$ cat config.mk
export PLATFORM = sky130hd
export DESIGN_NAME = pid_pwm_out_flat
export DESIGN_NICKNAME = d
export VERILOG_FILES = /design/src/rtl/pid_pkg.sv /design/src/rtl/pid_pwm_out_if.sv /design/src/rtl/pid_pwm_out_duty_conv.sv /design/src/rtl/pid_pwm_out.sv /design/src/flat_wrapper.sv
export SDC_FILE = /design/constraint.sdc
export NUM_CORES = 1
export LEC_CHECK = 0
export ABC_AREA = 1
export CAP_MARGIN = 40
export CORE_MARGIN = 4
export CORE_UTILIZATION = 52
export DETAILED_ROUTE_END_ITERATION = 8
export GPL_ROUTABILITY_DRIVEN = 1
export HOLD_SLACK_MARGIN = 0.05
export PLACE_DENSITY = 0.75
export SYNTH_ARGS = -nofsm -noshare
export SYNTH_HDL_FRONTEND = slang
export SYNTH_HIERARCHICAL = 1
export SYNTH_SLANG_ARGS = --single-unit
$ cat constraint.sdc
create_clock -name clk -period 1.3 [get_ports clk]
set_clock_uncertainty 0.1 [all_clocks]
set_input_delay 0.195 -clock clk [delete_from_list [all_inputs] [get_ports clk]]
set_output_delay 0.195 -clock clk [all_outputs]
set_load 0.005 [all_outputs]
$ cat src/rtl/pid_pkg.sv
// Constants shared between the PID controller and its actuator-side consumers.
package pid_pkg;
  localparam int unsigned PID_W      = 15;
  localparam int unsigned PWM_CNT_W  = 10;
  localparam int unsigned PWM_PERIOD = 1000;
  localparam int unsigned PWM_SHIFT  = 5;
  localparam int unsigned PWM_DEAD   = 0;
endpackage

$ cat src/rtl/pid_pwm_out_if.sv
// Valid/ready channel that carries the signed control word from the PID controller.
interface pid_pwm_out_if
  import pid_pkg::*;
#(
  parameter int unsigned W = PID_W
);
  logic signed [W:0] u_in;
  logic              u_valid;
  logic              u_ready;

  modport master (output u_in, output u_valid, input  u_ready);
  modport slave  (input  u_in, input  u_valid, output u_ready);
endinterface

$ cat src/rtl/pid_pwm_out_duty_conv.sv
// Combinational control-word to duty conversion: abs, shift, saturate, deadband.
module pid_duty_conv
  import pid_pkg::*;
#(
  parameter int unsigned W      = PID_W,
  parameter int unsigned CNT_W  = PWM_CNT_W,
  parameter int unsigned PERIOD = PWM_PERIOD,
  parameter int unsigned SHIFT  = PWM_SHIFT,
  parameter int unsigned DEAD   = PWM_DEAD
) (
  input  logic signed [W:0]     u_in,
  output logic        [CNT_W:0] duty,
  output logic                  dir,
  output logic                  sat
);

  logic [W:0]     mag;
  logic [W:0]     shifted;
  logic [31:0]    wide;
  logic [CNT_W:0] duty_sat;

  // Magnitude is taken as unsigned W+1 bits so the most negative word maps to 2^W.
  always_comb begin
    mag      = u_in[W] ? $unsigned(-u_in) : $unsigned(u_in);
    shifted  = mag >> SHIFT;
    wide     = 32'(shifted);
    sat      = 1'b0;
    duty_sat = (CNT_W+1)'(wide);
    if (wide > PERIOD) begin
      duty_sat = (CNT_W+1)'(PERIOD);
      sat      = 1'b1;
    end
    dir = u_in[W];
  end

  generate
    if (DEAD > 0) begin : g_dead
      assign duty = (32'(duty_sat) < DEAD) ? '0 : duty_sat;
    end else begin : g_nodead
      assign duty = duty_sat;
    end
  endgenerate

endmodule

$ cat src/rtl/pid_pwm_out.sv
// Fixed-period PWM actuator driver with period-aligned double-buffered duty and sample strobe.
module pid_pwm_out
  import pid_pkg::*;
#(
  parameter int unsigned W      = PID_W,
  parameter int unsigned CNT_W  = PWM_CNT_W,
  parameter int unsigned PERIOD = PWM_PERIOD,
  parameter int unsigned SHIFT  = PWM_SHIFT,
  parameter int unsigned DEAD   = PWM_DEAD
) (
  input  logic          clk,
  input  logic          reset,
  pid_pwm_out_if.slave  u,
  output logic          pwm_out,
  output logic          dir_out,
  output logic          sat_flag,
  output logic          sample_tick
);

  logic [CNT_W-1:0] cnt;
  logic             wrap;
  logic             accept;

  logic [CNT_W:0]   conv_duty;
  logic             conv_dir;
  logic             conv_sat;

  logic [CNT_W:0]   pend_duty;
  logic             pend_dir;
  logic             pend_sat;
  logic             pend_valid;

  logic [CNT_W:0]   duty_act;

  pid_duty_conv #(
    .W      (W),
    .CNT_W  (CNT_W),
    .PERIOD (PERIOD),
    .SHIFT  (SHIFT),
    .DEAD   (DEAD)
  ) u_conv (
    .u_in (u.u_in),
    .duty (conv_duty),
    .dir  (conv_dir),
    .sat  (conv_sat)
  );

  assign wrap      = (cnt == CNT_W'(PERIOD - 1));
  assign u.u_ready = !pend_valid;
  assign accept    = u.u_valid && !pend_valid;

  always_ff @(posedge clk or negedge reset) begin
    if (!reset) begin
      cnt <= '0;
    end else if (wrap) begin
      cnt <= '0;
    end else begin
      cnt <= cnt + CNT_W'(1);
    end
  end

  // Accept cannot coincide with a pending transfer since ready is low while pending.
  always_ff @(posedge clk or negedge reset) begin
    if (!reset) begin
      pend_duty  <= '0;
      pend_dir   <= 1'b0;
      pend_sat   <= 1'b0;
      pend_valid <= 1'b0;
    end else if (wrap && pend_valid) begin
      pend_valid <= 1'b0;
    end else if (accept) begin
      pend_duty  <= conv_duty;
      pend_dir   <= conv_dir;
      pend_sat   <= conv_sat;
      pend_valid <= 1'b1;
    end
  end

  always_ff @(posedge clk or negedge reset) begin
    if (!reset) begin
      duty_act <= '0;
      dir_out  <= 1'b0;
      sat_flag <= 1'b0;
    end else if (wrap && pend_valid) begin
      duty_act <= pend_duty;
      dir_out  <= pend_dir;
      sat_flag <= pend_sat;
    end
  end

  always_ff @(posedge clk or negedge reset) begin
    if (!reset) begin
      pwm_out     <= 1'b0;
      sample_tick <= 1'b0;
    end else begin
      pwm_out     <= ({1'b0, cnt} < duty_act);
      sample_tick <= wrap;
    end
  end

endmodule

$ cat src/flat_wrapper.sv
// flat-port wrapper written by rule: the top's interface ports become plain ports
module pid_pwm_out_flat import pid_pkg::*;
#(
  parameter int unsigned W      = PID_W,
  parameter int unsigned CNT_W  = PWM_CNT_W,
  parameter int unsigned PERIOD = PWM_PERIOD,
  parameter int unsigned SHIFT  = PWM_SHIFT,
  parameter int unsigned DEAD   = PWM_DEAD
)
  (clk, reset, pwm_out, dir_out, sat_flag, sample_tick, u_u_in, u_u_valid, u_u_ready);
  pid_pwm_out_if #(.W(W)) u_i ();
  input  logic clk;
  input  logic reset;
  output logic pwm_out;
  output logic dir_out;
  output logic sat_flag;
  output logic sample_tick;
  input wire logic [$bits(u_i.u_in)-1:0] u_u_in;
  input wire logic [$bits(u_i.u_valid)-1:0] u_u_valid;
  output wire logic [$bits(u_i.u_ready)-1:0] u_u_ready;
  assign u_i.u_in = u_u_in;
  assign u_i.u_valid = u_u_valid;
  assign u_u_ready = u_i.u_ready;
  pid_pwm_out #(.W(W), .CNT_W(CNT_W), .PERIOD(PERIOD), .SHIFT(SHIFT), .DEAD(DEAD)) u_core (.clk(clk), .reset(reset), .u(u_i), .pwm_out(pwm_out), .dir_out(dir_out), .sat_flag(sat_flag), .sample_tick(sample_tick));
endmodule
==> report_table.html <==
<table>
<tr><th>Metric</th><th>Value</th></tr>
<tr><th colspan="2">Outcome</th></tr>
<tr><td>Result of the run</td><td>complete, but fails checks</td></tr>
<tr><td>Violations in the final reports</td><td>setup timing</td></tr>
<tr><th colspan="2">Clock network</th></tr>
<tr><td>Clock Path Buffers</td><td>2</td></tr>
<tr><td>Clock tree root driver cell</td><td>clkbuf_8</td></tr>
<tr><td>Clock tree from TritonCTS</td><td>built</td></tr>
<tr><td>Reg clk slew, reported paths</td><td>0.08 ns</td></tr>
<tr><td>CTS H-tree depth</td><td>2</td></tr>
<tr><td>Clk sink count</td><td>39</td></tr>
<tr><td>Clock buffers created by TritonCTS</td><td>5</td></tr>
<tr><td>Worst-Skew Late Latency</td><td>0.30 ns</td></tr>
<tr><th colspan="2">Setup path</th></tr>
<tr><td>Worst-path maximum fanout</td><td>9</td></tr>
<tr><td>Worst endpoint data arrival time</td><td>1.62 ns</td></tr>
<tr><td>Register-to-register setup slack</td><td>-0.14 ns</td></tr>
<tr><td>Family with the most delay on the worst path</td><td>simple AND/OR/NAND/NOR gates</td></tr>
<tr><td>Cell seen most often among critical-path stages</td><td>nand2_1</td></tr>
<tr><td>Length in cells of the worst reg-to-reg path</td><td>8</td></tr>
<tr><td>Origin of the critical flop-to-flop path</td><td>u_core/cnt[1]</td></tr>
<tr><td>Required time of the critical path</td><td>1.39 ns</td></tr>
<tr><td>Critical setup path kind</td><td>in -&gt; reg</td></tr>
<tr><td>Critical-path cell list</td><td>clkdlybuf4s15_2 -&gt; buf_12 -&gt; nand2_4 -&gt; nand2_1 -&gt; nand2_1 -&gt; nor2_1 -&gt; nand2_1 -&gt; nand2_1 -&gt; nand2_2 -&gt; nand2_4 -&gt; nand3b_1 -&gt; mux2_4</td></tr>
<tr><td>Reg-to-reg endpoint</td><td>u_core/duty_act[8]</td></tr>
<tr><td>Largest stage delay on the critical path</td><td>0.28 ns</td></tr>
<tr><td>Worst Setup End Kind</td><td>register</td></tr>
<tr><td>Worst Path Buf+Inv</td><td>2</td></tr>
<tr><td>Kind of start point of the critical path</td><td>input pin</td></tr>
<tr><td>Slowest cell on crit path</td><td>mux2_4</td></tr>
<tr><th colspan="2">Synth</th></tr>
<tr><td>Synth async-reset ratio</td><td>1.00</td></tr>
<tr><td>Portion of the post-synthesis area used by sequential elements</td><td>0.383</td></tr>
<tr><td>Adder and majority cell fraction of the synthesized area</td><td>0.0491</td></tr>
<tr><td>Number of warnings reported in the yosys synthesis log</td><td>6</td></tr>
<tr><td>Synthesized instance count</td><td>324</td></tr>
<tr><td>Primary flip-flop cell chosen by synthesis mapping</td><td>dfrtp_1</td></tr>
<tr><td>Synthesized-area fraction occupied by ao, oa, aoi and oai cells</td><td>0.0216</td></tr>
<tr><td>Total of flip-flops plus latches after synthesis</td><td>39</td></tr>
<tr><td>Share of cell area taken by muxes after synthesis</td><td>0.0575</td></tr>
<tr><td>Dominant combinational cell family by area after synthesis</td><td>simple AND/OR/NAND/NOR gates</td></tr>
<tr><td>Xor and xnor fraction of the mapped netlist area</td><td>0.0133</td></tr>
<tr><td>Post-Syn Nets</td><td>353</td></tr>
<tr><td>Count of flip-flops with a built-in enable after synthesis</td><td>0</td></tr>
<tr><td>Simple logic cell fraction of the synthesized area</td><td>0.373</td></tr>
<tr><td>Netlist area before placement</td><td>2550 sq um</td></tr>
<tr><td>Post-synthesis cell type count</td><td>30</td></tr>
<tr><td>Average cell area after synthesis</td><td>7.86 sq um</td></tr>
<tr><th colspan="2">Detailed routing</th></tr>
<tr><td>Drt wl/cell</td><td>14.3 um</td></tr>
<tr><td>Iter 0 DRT Violations</td><td>119</td></tr>
<tr><td>Average vias per placed instance</td><td>5.26</td></tr>
<tr><td>Total DRC errors in the routed layout</td><td>0</td></tr>
<tr><td>Number of nets still failing antenna checks after routing</td><td>0</td></tr>
<tr><td>Total number of vias</td><td>2449</td></tr>
<tr><td>Pre-antenna DRT Iters</td><td>4</td></tr>
<tr><td>Routed wire length</td><td>6650 um</td></tr>
<tr><th colspan="2">Floorplan</th></tr>
<tr><td>Floorplan row count</td><td>25</td></tr>
<tr><td>Initial core utilization</td><td>0.539</td></tr>
<tr><td>Total Die Area</td><td>6080 sq um</td></tr>
<tr><td>Boundary pin count</td><td>24</td></tr>
<tr><td>Core region area</td><td>4720 sq um</td></tr>
<tr><td>Die width</td><td>78.0 um</td></tr>
<tr><td>Chip height</td><td>78.0 um</td></tr>
<tr><th colspan="2">Placement</th></tr>
<tr><td>Routability congestion estimate from global placement</td><td>0.864</td></tr>
<tr><td>Placed inst area</td><td>3100 sq um</td></tr>
<tr><td>Hpwl dp</td><td>3910 um</td></tr>
<tr><td>Number of buffers inserted by port buffering</td><td>23</td></tr>
<tr><td>Number of placed instances with taps included</td><td>440</td></tr>
<tr><th colspan="2">Cells and area</th></tr>
<tr><td>Nets</td><td>427</td></tr>
<tr><td>Count of non-filler cells in the finished layout</td><td>466</td></tr>
<tr><td>Design area</td><td>3620 sq um</td></tr>
<tr><td>Utilization after layout</td><td>0.766</td></tr>
<tr><td>Layout overhead on the synthesized area</td><td>42.1%</td></tr>
<tr><td>Fraction of final layout cells sized beyond drive strength 1</td><td>0.454</td></tr>
<tr><td>ANT cells</td><td>0</td></tr>
<tr><th colspan="2">Power</th></tr>
<tr><td>Fraction of power spent switching nets</td><td>0.237</td></tr>
<tr><td>Total power per unit cell area</td><td>753 nW/um^2</td></tr>
<tr><td>Relative contribution of sequential cells to total power</td><td>0.467</td></tr>
<tr><td>Combinational share of power</td><td>0.147</td></tr>
<tr><td>Clk pwr share</td><td>0.386</td></tr>
<tr><td>Internal power summed over all cells</td><td>2.08 mW</td></tr>
<tr><td>P_leak</td><td>1.86 nW</td></tr>
<tr><td>VDD IR max</td><td>0.357 mV</td></tr>
<tr><td>Total power draw</td><td>2.73 mW</td></tr>
<tr><td>NetSw</td><td>646 uW</td></tr>
<tr><th colspan="2">GRT</th></tr>
<tr><td>Wire length of the first global-routing pass</td><td>10600 um</td></tr>
<tr><td>Aggregate global routing overflow</td><td>0</td></tr>
<tr><td>Largest net degree at the start of global routing</td><td>40</td></tr>
<tr><td>All-Layer GR Usage</td><td>0.218</td></tr>
<tr><td>Antenna violations before repair</td><td>0</td></tr>
<tr><td>Vias in the first global route</td><td>2400</td></tr>
<tr><th colspan="2">Timing</th></tr>
<tr><td>Final setup margin</td><td>-0.233 ns</td></tr>
<tr><td>Number of failing hold endpoints at the final stage</td><td>0</td></tr>
<tr><td>Final count of negative-setup-slack endpoints</td><td>35</td></tr>
<tr><td>Setup repair after global routing missed its margin</td><td>yes</td></tr>
<tr><td>Max frequency</td><td>0.652 GHz</td></tr>
<tr><td>Minimum period implied by the final worst setup slack</td><td>1.53 ns</td></tr>
<tr><td>Final Cycle Share</td><td>1.18</td></tr>
<tr><td>Final number of max-transition violations</td><td>0</td></tr>
<tr><th colspan="2">Min path</th></tr>
<tr><td>Worst hold path type</td><td>in -&gt; async</td></tr>
<tr><th colspan="2">Job</th></tr>
<tr><td>Reported max-cap violation count</td><td>0</td></tr>
</table>
-- worst register-to-register path, delay by kind of cell, from the launching register on --
| family | cells | cell delay (ns) |
|---|---|---|
| and+or+nand+nor | 5 | 0.49 |
| DFF | 1 | 0.41 |
| buffers and inverters | 2 | 0.21 |
| adders and majority gates | 1 | 0.17 |
-- synth_stat cells (3+ instances only) --
cell / instances / share of area
mux2_2: 13 / 0.057
nor2_1: 38 / 0.056
nor2_2: 8 / 0.020
nand2_1: 96 / 0.14
dfrtp_1: 39 / 0.38
nor3_1: 3 / 0.0059
nor2_4: 4 / 0.018
inv_2: 3 / 0.0044
ha_1: 10 / 0.049
nand2_2: 6 / 0.015
a21oi_1: 4 / 0.0079
nand3_1: 14 / 0.028
nand2_4: 3 / 0.013
buf_6: 5 / 0.022
nand4_1: 16 / 0.039
nand3b_1: 7 / 0.021
inv_1: 38 / 0.056
-- routing by layer --
layer | part of all wire | global-route usage | wire length (um) | up-vias
li1 | - | - | - | 1178
met5 | 0 | 0 | 0 | -
met4 | 0.040 | 0.108 | 268 | 0
met3 | 0.040 | 0.0348 | 269 | 23
met1 | 0.38 | 0.241 | 2500 | 1177
met2 | 0.54 | 0.400 | 3610 | 71
-- power by group through the flow --
| stage | Combinational (mW) | Sequential [mW] | Clock [mW] |
|---|---|---|---|
| 6_report | 0.400 | 1.27 | 1.05 |
| 5_1_grt | 0.440 | 1.28 | 1.13 |
| 4_1_cts | 0.379 | 1.27 | 1.06 |
| 3_5_place_dp | 0.344 | 1.29 | 0 |
| 3_3_place_gp | 0.336 | 1.29 | 0 |
| 2_1_floorplan | 0.163 | 1.29 | 0 |
-- stage by stage --
step	setup slack, ns	hold slack (ns)	TNS, ns
finish	-0.233	0.297	-4.38
global route	-0.334	0.333	-7.39
CTS	-0.202	0.298	-3.09
detailed placement	-0.943	0.0773	-11.65
global placement	-0.899	0.0773	-10.82
floorplan	-0.244	-0.201	-2.97
-- state kept, by name, indices dropped and copies added, names as in the netlist --
| signal | flops |
|---|---|
| u_core/cnt | 10 |
| u_core/dir_out | 1 |
| u_core/duty_act | 11 |
| u_core/pend_dir | 1 |
| u_core/pend_duty | 11 |
| u_core/pend_sat | 1 |
| u_core/pend_valid | 1 |
| u_core/pwm_out | 1 |
| u_core/sample_tick | 1 |
| u_core/sat_flag | 1 |
-- cell families (layout without fill, tap and decap cells) --
| group | count (synthesis) | in the layout |
|---|---|---|
| and+or+nand+nor | 198 | 199 |
| buffers and inverters | 51 | 125 |
| DFF | 39 | 39 |
| muxes | 13 | 13 |
| adders and majority gates | 10 | 10 |
| AOI/OAI and AO/OA | 9 | 9 |
| xor gates and xnor gates | 3 | 3 |
| other | 1 | 1 |
-- cells in the final DEF (no fill, tap or decap), drive strengths merged, types with 2 or more instances in the layout --
| cell | instances |
|---|---|
| a21oi | 4 |
| buf | 63 |
| clkbuf | 9 |
| clkdlybuf4s50 | 2 |
| clkinv | 2 |
| dfrtp | 39 |
| dlygate4sd2 | 4 |
| ha | 10 |
| inv | 41 |
| mux2 | 13 |
| nand2 | 105 |
| nand3 | 15 |
| nand3b | 8 |
| nand4 | 18 |
| nor2 | 50 |
| nor3 | 3 |
| o21ai | 4 |
| xor2 | 2 |
-- cell type report --
type	count	area, sq um
Inverter	42	158
Tap cell	67	83.8
Multi-Input combinational cell	235	1640
Clock inverter	2	35.0
Timing Repair Buffer	75	641
Clock buffer	6	82.6
Sequential cell	39	978
Fill cell	309	1100
-- worst max path at each step --
stage | from | cells after the start | end
6_report | u_u_in[15] | 12 | u_core/pend_duty[9]
5_1_grt | u_u_in[15] | 12 | u_core/pend_duty[9]
4_1_cts | u_u_in[3] | 14 | u_core/pend_duty[1]
3_5_place_dp | u_u_in[3] | 14 | u_core/pend_duty[1]
3_3_place_gp | u_u_in[3] | 14 | u_core/pend_duty[9]
2_1_floorplan | u_u_in[0] | 13 | u_core/pend_duty[4]
-- timing repair --
| item | CTS | global route |
|---|---|---|
| hold endpoints to repair | 39 | 0 |
| pin swaps | 51 | 35 |
| gates cloned | 2 | 0 |
| hold buffers | 1 | 0 |
| setup endpoints to repair | 40 | 39 |
| buffers inserted | 11 | 7 |
| gates resized for setup | 102 | 48 |
Power figures use the tool's default switching activity.
